===== config.mk =====
export PLATFORM = sky130hd
export DESIGN_NAME = muldiv_unit
export DESIGN_NICKNAME = d
export VERILOG_FILES = /design/src/rtl/muldiv_unit.sv
export SDC_FILE = /design/constraint.sdc
export NUM_CORES = 1
export LEC_CHECK = 0
export ABC_AREA = 0
export BUFFER_PORTS_ARGS = -buffer_cell sky130_fd_sc_hd__buf_2
export CAP_MARGIN = 10
export CORE_UTILIZATION = 40
export CTS_CLUSTER_SIZE = 28
export DETAILED_ROUTE_END_ITERATION = 12
export PLACE_DENSITY = 0.59
export SETUP_SLACK_MARGIN = 0.5
export SLEW_MARGIN = 20
export SYNTH_ARGS = -nofsm -noshare
export SYNTH_HDL_FRONTEND = slang
export SYNTH_SLANG_ARGS = --single-unit
export TNS_END_PERCENT = 50

===== constraint.sdc =====
create_clock -name clk -period 6.4 [get_ports clk]
set_input_delay 0.64 -clock clk [delete_from_list [all_inputs] [get_ports clk]]
set_output_delay 0.64 -clock clk [all_outputs]
set_load 0.05 [all_outputs]

===== src/rtl/muldiv_unit.sv =====
// Iterative multiply/divide unit: radix-2 shift-add multiply and restoring divide on operand
// magnitudes, one iteration per cycle, with sign fix-up and divide early-outs.
module muldiv_unit #(
  parameter int WIDTH = 32,
  parameter int RD_W  = 5
) (
  input  logic             clk,
  input  logic             rst,
  input  logic             valid_i,
  output logic             ready_o,
  input  logic [2:0]       op_i,
  input  logic [WIDTH-1:0] a_i,
  input  logic [WIDTH-1:0] b_i,
  input  logic [RD_W-1:0]  rd_i,
  input  logic             flush_i,
  output logic             busy_o,
  output logic             valid_o,
  output logic [WIDTH-1:0] result_o,
  output logic [RD_W-1:0]  rd_o
);

  localparam int CW = $clog2(WIDTH);
  localparam logic [CW-1:0] LAST = CW'(WIDTH - 1);
  localparam logic [WIDTH-1:0] MIN_NEG = {1'b1, {(WIDTH-1){1'b0}}};

  // Handshake: a request transfers on a rising edge where valid_i && ready_o && !flush_i;
  // valid_o is a single-cycle pulse with no backpressure and qualifies result_o/rd_o.
  typedef enum logic [1:0] {IDLE, CALC, DONE} stateE;

  stateE            state, stateNext;
  logic [2:0]       opReg;
  logic [RD_W-1:0]  rdReg;
  logic [WIDTH-1:0] bMag, hi, lo;
  logic [CW-1:0]    count;
  logic             aNeg, bNeg;

  logic             accept, aSignedIn, bSignedIn, aNegIn, bNegIn;
  logic             divZero, overflow, earlyOut;
  logic [WIDTH-1:0] aMagIn, bMagIn, earlyResult;
  logic [WIDTH:0]   mulSum, shifted, diff;
  logic [WIDTH-1:0] hiNext, loNext, quot, remv, finalRes;
  logic [2*WIDTH-1:0] prod, prodFix;

  // Request decode: signedness, magnitudes and the two divide special cases.
  always_comb begin
    accept      = valid_i && (state == IDLE) && !flush_i;
    aSignedIn   = (op_i == 3'd1) || (op_i == 3'd2) || (op_i == 3'd4) || (op_i == 3'd6);
    bSignedIn   = (op_i == 3'd1) || (op_i == 3'd4) || (op_i == 3'd6);
    aNegIn      = aSignedIn && a_i[WIDTH-1];
    bNegIn      = bSignedIn && b_i[WIDTH-1];
    aMagIn      = aNegIn ? -a_i : a_i;
    bMagIn      = bNegIn ? -b_i : b_i;
    divZero     = op_i[2] && (b_i == '0);
    overflow    = op_i[2] && !op_i[0] && (a_i == MIN_NEG) && (&b_i);
    earlyOut    = divZero || overflow;
    earlyResult = divZero ? (op_i[1] ? a_i : '1) : (op_i[1] ? '0 : MIN_NEG);
  end

  // One iteration: hi holds the running upper product / partial remainder,
  // lo holds the multiplier / dividend being shifted into the quotient.
  always_comb begin
    mulSum  = {1'b0, hi} + (lo[0] ? {1'b0, bMag} : '0);
    shifted = {hi, lo[WIDTH-1]};
    diff    = shifted - {1'b0, bMag};
    if (opReg[2]) begin
      hiNext = diff[WIDTH] ? shifted[WIDTH-1:0] : diff[WIDTH-1:0];
      loNext = {lo[WIDTH-2:0], ~diff[WIDTH]};
    end else begin
      hiNext = mulSum[WIDTH:1];
      loNext = {mulSum[0], lo[WIDTH-1:1]};
    end
    prod    = {hiNext, loNext};
    prodFix = (aNeg ^ bNeg) ? -prod : prod;
    quot    = (aNeg ^ bNeg) ? -loNext : loNext;
    remv    = aNeg ? -hiNext : hiNext;
    case (opReg)
      3'd0:                   finalRes = prodFix[WIDTH-1:0];
      3'd1, 3'd2, 3'd3:       finalRes = prodFix[2*WIDTH-1:WIDTH];
      3'd4, 3'd5:             finalRes = quot;
      default:                finalRes = remv;
    endcase
  end

  always_ff @(posedge clk) begin
    if (rst) state <= IDLE;
    else     state <= stateNext;
  end

  always_comb begin
    stateNext = state;
    ready_o   = (state == IDLE);
    busy_o    = (state != IDLE);
    valid_o   = (state == DONE) && !flush_i;
    case (state)
      IDLE:    if (accept) stateNext = earlyOut ? DONE : CALC;
      CALC:    if (flush_i) stateNext = IDLE;
               else if (count == LAST) stateNext = DONE;
      DONE:    stateNext = IDLE;
      default: stateNext = IDLE;
    endcase
  end

  always_ff @(posedge clk) begin
    if (rst) begin
      opReg    <= '0;
      rdReg    <= '0;
      bMag     <= '0;
      hi       <= '0;
      lo       <= '0;
      count    <= '0;
      aNeg     <= 1'b0;
      bNeg     <= 1'b0;
      result_o <= '0;
      rd_o     <= '0;
    end else begin
      case (state)
        IDLE: if (accept) begin
          opReg <= op_i;
          rdReg <= rd_i;
          aNeg  <= aNegIn;
          bNeg  <= bNegIn;
          bMag  <= bMagIn;
          hi    <= '0;
          lo    <= aMagIn;
          count <= '0;
          if (earlyOut) begin
            result_o <= earlyResult;
            rd_o     <= rd_i;
          end
        end
        CALC: begin
          hi    <= hiNext;
          lo    <= loNext;
          count <= count + 1'b1;
          // A flush on the final iteration must not disturb the held result.
          if (count == LAST && !flush_i) begin
            result_o <= finalRes;
            rd_o     <= rdReg;
          end
        end
        default: ;
      endcase
    end
  end

endmodule

# Word-level counts from Yosys, hierarchy flattened
# Index checks and enable logic that the tools add are counted.
totals:
  regBits: 150
  ramBits: 0
  romBits: 0
  memories: 0
  elab_cells: 100
  out_inout_bits: 40
  latchBits: 0
  input_bits: 76
classes:
  bitwise_logic: 2
  eq_ne: 17
  multipliers: 0
  div: 0
  shifts: 0
  magnitude_cmp: 0
  muxes: 32
  addsub: 8
  reduce_logical: 30
ops:
  columns: ["cell", "n"]
  rows:
  - ["32-bit 2-to-1 mux", 16]
  - ["32-bit case mux with 2 select lines", 3]
  - ["32-bit negation", 4]
  - ["32-bit case mux with 3 select lines", 1]
  - ["64-bit 2-to-1 mux", 1]
  - ["64-bit negation", 1]
  - ["32-bit by 32-bit adder with 33-bit output", 1]
  - ["33-bit by 32-bit subtractor with 33-bit output", 1]
  - ["32-bit equality test, second input constant", 1]
  - ["32-bit logical NOT", 1]
  - ["32-bit AND reduction", 1]
  - ["5-bit 2-to-1 mux", 4]
  - ["5-bit case mux with 2 select lines", 2]
  - ["3-bit equality test, second input constant", 4]
  - ["1-bit logical AND", 10]
  - ["3-bit by 2-bit equality test with 1-bit output, second input constant", 3]
  - ["2-bit 2-to-1 mux", 4]
  - ["3-bit by 1-bit equality test with 1-bit output, second input constant", 2]
  - ["1-bit logical OR", 6]
  - ["2-bit AND reduction", 3]
  - ["5-bit by 1-bit adder with 5-bit output, second input constant", 1]
  - ["5-bit equality test, second input constant", 1]
  - ["2-bit by 1-bit != test with 1-bit output, second input constant", 2]
  - ["2-bit case mux with 2 select lines", 1]
  - ["other kinds (13)", 15]

# Depth between registers and ports, before layout
depth:
  depth_word: 8
  ltp_mapped: 24
  depth_no_buf: 23

# Least setup slack after synthesis
# OpenSTA, ideal clock, no wires.
synth_path:
  kind: "register to register"
  from: "register lo[31]"
  to: "register result_o[24]"
  arrival_time_ps: 4829
  t_required_ps: 6270
  n_path_buf: 1
  setup_ps: 130
  period_less_slack_ps: 4959
  path_stages_with_launch: 23
  setup_slack_ps: 1441
  path_cell_list: "dfxtp_1 inv_1 ha_1 inv_1 fa_1 a211oi_2 o211ai_2 a211oi_4 a2111oi_4 nor3_2 nor2_1 buf_2 nand2_1 a31oi_1 inv_1 ha_1 o31ai_1 or4_4 nor4_4 a41oi_1 xnor2_1 a221oi_1 o22ai_1"
synth_between:
  elab_chain_len: 8
  elab_cells_between_ends: 14
  cone_classes: "add/sub: 4; mux: 9; bitwise: 1"
synth_lines:
  columns: ["item", "line_no", "source"]
  rows:
  - ["from (decl)", "33", "logic [WIDTH-1:0] bMag, hi, lo;"]
  - ["from (signal assigned)", "124", "lo <= aMagIn;"]
  - ["from (signal assigned)", "133", "lo <= loNext;"]
  - ["33-bit by 32-bit subtractor with 33-bit output", "64", "diff = shifted - {1'b0, bMag};"]
  - ["32-bit 2-to-1 mux or 1-bit NOT (tied branches)", "66, 67", null]
  - ["32-bit 2-to-1 mux", "65", "if (opReg[2]) begin"]
  - ["64-bit negation, or another cell as far along", "73", "prodFix = (aNeg ^ bNeg) ? -prod : prod;"]
  - ["64-bit 2-to-1 mux, or another cell as far along", "73", null]
  - ["32-bit case mux with 3 select lines *", "76", "case (opReg)"]
  - ["32-bit 2-to-1 mux *", "136", "if (count == LAST && !flush_i) begin"]
  - ["32-bit case mux with 2 select lines *", "116", "case (state)"]
  - ["to (signal assigned)", "127", "result_o <= earlyResult;"]
  - ["to (signal assigned)", "137", "result_o <= finalRes;"]
  - ["to (decl)", "18", "output logic [WIDTH-1:0] result_o,"]
# Every way passes the cells marked *; elsewhere a longest branch is shown, timed or not. The select of a mux whose other input is x is not followed.
# A chain may end at the register's enable or synchronous reset.

# Worst setup path after layout
layout_path:
  from: "register lo[31]"
  to: "register result_o[4]"
# Same word-level chain as after synthesis.

==> PnR_summary.wiki <==
{| class="wikitable"
! Metric !! Value
|-
| Post-CTS Hold Buffers || 0
|-
| Commonest non-fill, non-tap cells in the layout || nor2_1, nand2_1, a21oi_1
|-
| Startpoint of the most critical setup path || lo[31]$_SDFFE_PP0P_
|-
| Insertion delay of the later-clocked pin in the worst-skew pair || 0.46 ns
|-
| Global-route track usage on met1 || between 40% and 50%
|-
| Worst clock skew || about 0.019 ns
|-
| Number of hold-slack violations in the final timing report || 0
|-
| Setup tns final || 0 ns
|-
| Worst slew margin relative to its limit || 22.9%
|-
| Worst reg2reg path depth || 23
|-
| Time the worst path needs with I/O delays and setup || around 5.6 ns
|-
| Clock tree root buffer cell || clkbuf_16
|-
| Highest Clock Rate || between 150 and 200 MHz
|-
| Total area of multi-input combinational cells || ~0.012 mm²
|-
| Area inside the core boundary || just under 0.04 mm²
|-
| Total routed wirelength || between 60000 and 70000 µm
|-
| Row count || 73
|-
| Global routing usage on met3 || ~5.7%
|-
| CP Cell Sequence || inv_1 -> ha_1 -> inv_1 -> fa_1 -> a211oi_4 -> o211ai_2 -> a211oi_4 -> a2111o_1 -> buf_4 -> a21oi_4 -> nor3_1 -> nor2_1 -> ha_1 -> nand2_1 -> nor2_1 -> o21ai_0 -> nor4_1 -> inv_1 -> o21ai_0 -> xnor2_1 -> a222oi_1 -> nor2_1 -> o221a_2
|-
| Number of enable flip-flop cells after synthesis || 0
|-
| Highest-delay cell along the critical path || a222oi_1
|-
| Avg Cell Area, Syn || approximately 7 µm²
|-
| Final nets || 2498
|-
| Element type at the critical path end || register
|-
| Power density of the placed cells || between 200 and 250 mW/mm²
|-
| Comb pwr share || a little over two fifths
|-
| Startpoint Class || register
|-
| Final critical-path setup slack || 0.804 ns
|-
| Antenna violations before repair || 1
|-
| Flop and latch count out of synthesis || 150
|-
| Buffers added on ports || approximately 120
|-
| Main flop type after synthesis || dfxtp_1
|-
| Die X || roughly 200 µm
|-
| Part of the total power dissipated in the clock network || 28.4%
|-
| Psw || about 0.0017 W
|-
| Gr ovfl total || 0
|-
| Number of nets with antenna violations after detailed routing || 0
|-
| 1st-pass router iterations || 7
|-
| CP Max Fanout || 7
|-
| Commonest non-fill, non-tap cell in the layout || nor2_1
|-
| GP Congestion || between 1 and 1.5
|-
| Final Setup Violations || 0
|-
| Startpoint of the worst register-to-register path || lo[31]$_SDFFE_PP0P_
|-
| Run status || completed
|-
| H-Tree Depth || 4
|-
| Share of layout cells above drive strength 1 || between 10% and 20%
|-
| DR iter-0 viols || 2293
|-
| Share of the yosys chip area belonging to registers || between 10% and 20%
|-
| Instance count of the mapped netlist || between 2000 and 2500
|-
| First-pass GRT wire length || between 100000 and 150000 µm
|-
| Crit share post-route || between 80 and 90%
|-
| DIE HEIGHT || between 200 and 250 µm
|-
| Critical path required time || between 6 and 7 ns
|-
| Total DRC errors in the routed layout || 0
|-
| Average detailed-routed wire length per instance || approximately 24 µm
|-
| Hold crit path type || input pin to register
|-
| Worst hold path cell count || 3
|-
| Most used routing layer || met2
|-
| Internal || approximately 0.0021 W
|-
| Cell Area, Synth || 0.0161 mm²
|-
| Vias after detailed routing || approximately 19000
|-
| Count of warnings emitted by yosys || 0
|-
| Half-perimeter wire length after placement || 53700 µm
|-
| CTS tree || built
|-
| Via count of the first global-routing pass || 16800
|-
| Netlist cell types || between 90 and 100
|-
| Register cell area after layout || ~0.003 mm²
|-
| Total Die Area || around 0.041 mm²
|-
| WP data arrival || just under 6 ns
|-
| Diode insertion count for antenna repair || 0
|-
| Vias per std cell || roughly 6.5
|-
| Leakage component of the power || just under 7 nW
|-
| Instance area after placement || between 0.015 and 0.02 mm²
|-
| Met2 track demand over resource || 49.2%
|-
| Max Cap Viol || 0
|-
| Net count after synthesis || around 2500
|-
| Setup CP Type || register to register
|-
| Reg-to-Reg End || result_o[4]$_SDFFE_PP0P_
|-
| Global-route usage over all layers || around 33%
|-
| Effective utilization at floorplan || between 40% and 50%
|-
| Min Hold Slack || roughly 0.44 ns
|-
| Max-slew violations || 0
|-
| Worst Tran Pin Value || 1.16 ns
|-
| Num ports || between 100 and 150
|-
| Post-synthesis to final-layout area growth || 10.9%
|-
| Clock Sinks || 150
|-
| Flop-to-flop setup slack || approximately 0.80 ns
|-
| VDD IR max || a little over 0.2 mV
|-
| Number of clock buffers inserted by TritonCTS || 17
|-
| Setup repair after global routing missed its margin || no
|-
| Place WS || around 0.66 ns
|-
| Worst setup endpoint || result_o[4]$_SDFFE_PP0P_
|-
| Post-synth ARST share || 0%
|-
| Highest cell delay on the worst timing path || a little under 0.6 ns
|-
| Maximum clock insertion buffer count || 2
|-
| Fraction of power spent switching nets || between 40% and 50%
|-
| Non-Filler Cell Area, Final || between 0.015 and 0.02 mm²
|-
| Clock Pin Slew Worst Setup and Hold Paths || 0.07 ns
|-
| Largest net degree at the start of global routing || between 90 and 100
|-
| Portion of total power attributed to sequential cells || between 20 and 30%
|-
| Filler Cell Count || ~4200
|}
## area by class of cell
type / count / area share [%]
clock inverter: 12 / 0.853
sequential: 150 / 16.8
clock buffer: 20 / 2.50
inverter: 72 / 1.51
tap: 525 / 3.67
timing repair buffer: 174 / 5.71
multi-input combinational: 1934 / 69.0
## state kept, by name, summed over array words and instances (netlist names), 2 cells and up
register  flops
state         2
lo           32
result_o     32
bMag         32
count         5
opReg         3
rdReg         5
rd_o          5
hi           32
## worst max-delay path: cells and delay by family, from the launching register on
family	cells	cell delay, ns
AO/OA/AOI/OAI	9	2.47
XOR/XNOR	1	0.10
adder cells (fa/ha/maj)	3	0.76
buffers and inverters	4	0.47
flip-flops	1	0.46
AND/OR/NAND/NOR	6	1.23
## synth_stat cells (all sizes together), types with 8 or more instances
cell / n / area [µm²]
a311oi: 31 / 290
dfxtp: 150 / 3000
nand3: 84 / 438
clkbuf: 121 / 454
a221oi: 38 / 333
nor2: 295 / 1110
xnor2: 89 / 780
a22oi: 9 / 67.6
mux2i: 44 / 440
a211oi: 56 / 443
and2: 52 / 325
xor2: 83 / 727
or3: 33 / 206
nor3: 57 / 300
inv: 71 / 267
or2: 13 / 81.3
and3: 19 / 119
nor2b: 15 / 93.8
nand2: 228 / 861
o211ai: 21 / 163
o221ai: 11 / 96.3
nand4: 37 / 238
a41oi: 9 / 86.3
o21ai: 144 / 732
o22ai: 13 / 81.3
nor4: 33 / 234
o31ai: 29 / 223
buf: 32 / 145
a31o: 10 / 87.6
a21oi: 173 / 885
mux2: 8 / 90.1
a31oi: 61 / 382
o21a: 14 / 105
o41ai: 8 / 70.1
nand2b: 10 / 62.6
o21bai: 8 / 60.1
ha: 71 / 888
a21o: 28 / 210
## worst min path at each step
stage                     startpoint               endpoint  slack (ns)
2_1_floorplan  rdReg[0]$_SDFFE_PP0P_  rdReg[0]$_SDFFE_PP0P_        0.44
3_3_place_gp   rdReg[2]$_SDFFE_PP0P_  rdReg[2]$_SDFFE_PP0P_        0.44
3_5_place_dp   rdReg[2]$_SDFFE_PP0P_  rdReg[2]$_SDFFE_PP0P_        0.45
4_1_cts                      rd_i[2]  rdReg[2]$_SDFFE_PP0P_        0.43
5_1_grt                      rd_i[1]  rdReg[1]$_SDFFE_PP0P_        0.45
6_report                     rd_i[4]  rdReg[4]$_SDFFE_PP0P_        0.44
## timing repair
| action | 4_1_cts | 5_1_grt |
|---|---|---|
| endpoints found under the setup margin | 0 | 11 |
| resized for setup | 0 | 2 |
| setup buffers | 0 | 7 |
## cells by family after synthesis
kind of cell	Yosys count	synth area share, %
AND/OR/NAND/NOR	912	27.1
AO/OA/AOI/OAI	724	30.5
XOR/XNOR	172	9.33
adder cells (fa/ha/maj)	73	5.75
buffers and inverters	225	5.39
flip-flops	150	18.6
multiplexers	52	3.29
## power by group through the flow
stage                     registers [W]  clock network, W  logic, W
after floorplan                 0.00110                 0   0.00103
after global placement          0.00109                 0   0.00156
after detailed placement        0.00109                 0   0.00156
after CTS                       0.00107           0.00108   0.00157
after global routing            0.00108           0.00111   0.00174
final                           0.00108           0.00108   0.00163
## through the flow
step	power (W)	util, %	instances
after floorplan	0.00213	-	2308
after global placement	0.00266	43.3	2847
after detailed placement	0.00266	43.3	2847
after CTS	0.00372	44.8	2879
after global routing	0.00394	45.0	2887
final	0.00378	45.0	2887
## metal layers
metal | vias to the layer above | part of all wire, %
met5 | - | 0.019
met4 | 2 | 3.2
met3 | 155 | 9.5
met2 | 992 | 43
met1 | 8966 | 45
li1 | 8620 | -
Power figures use the tool's default switching activity.
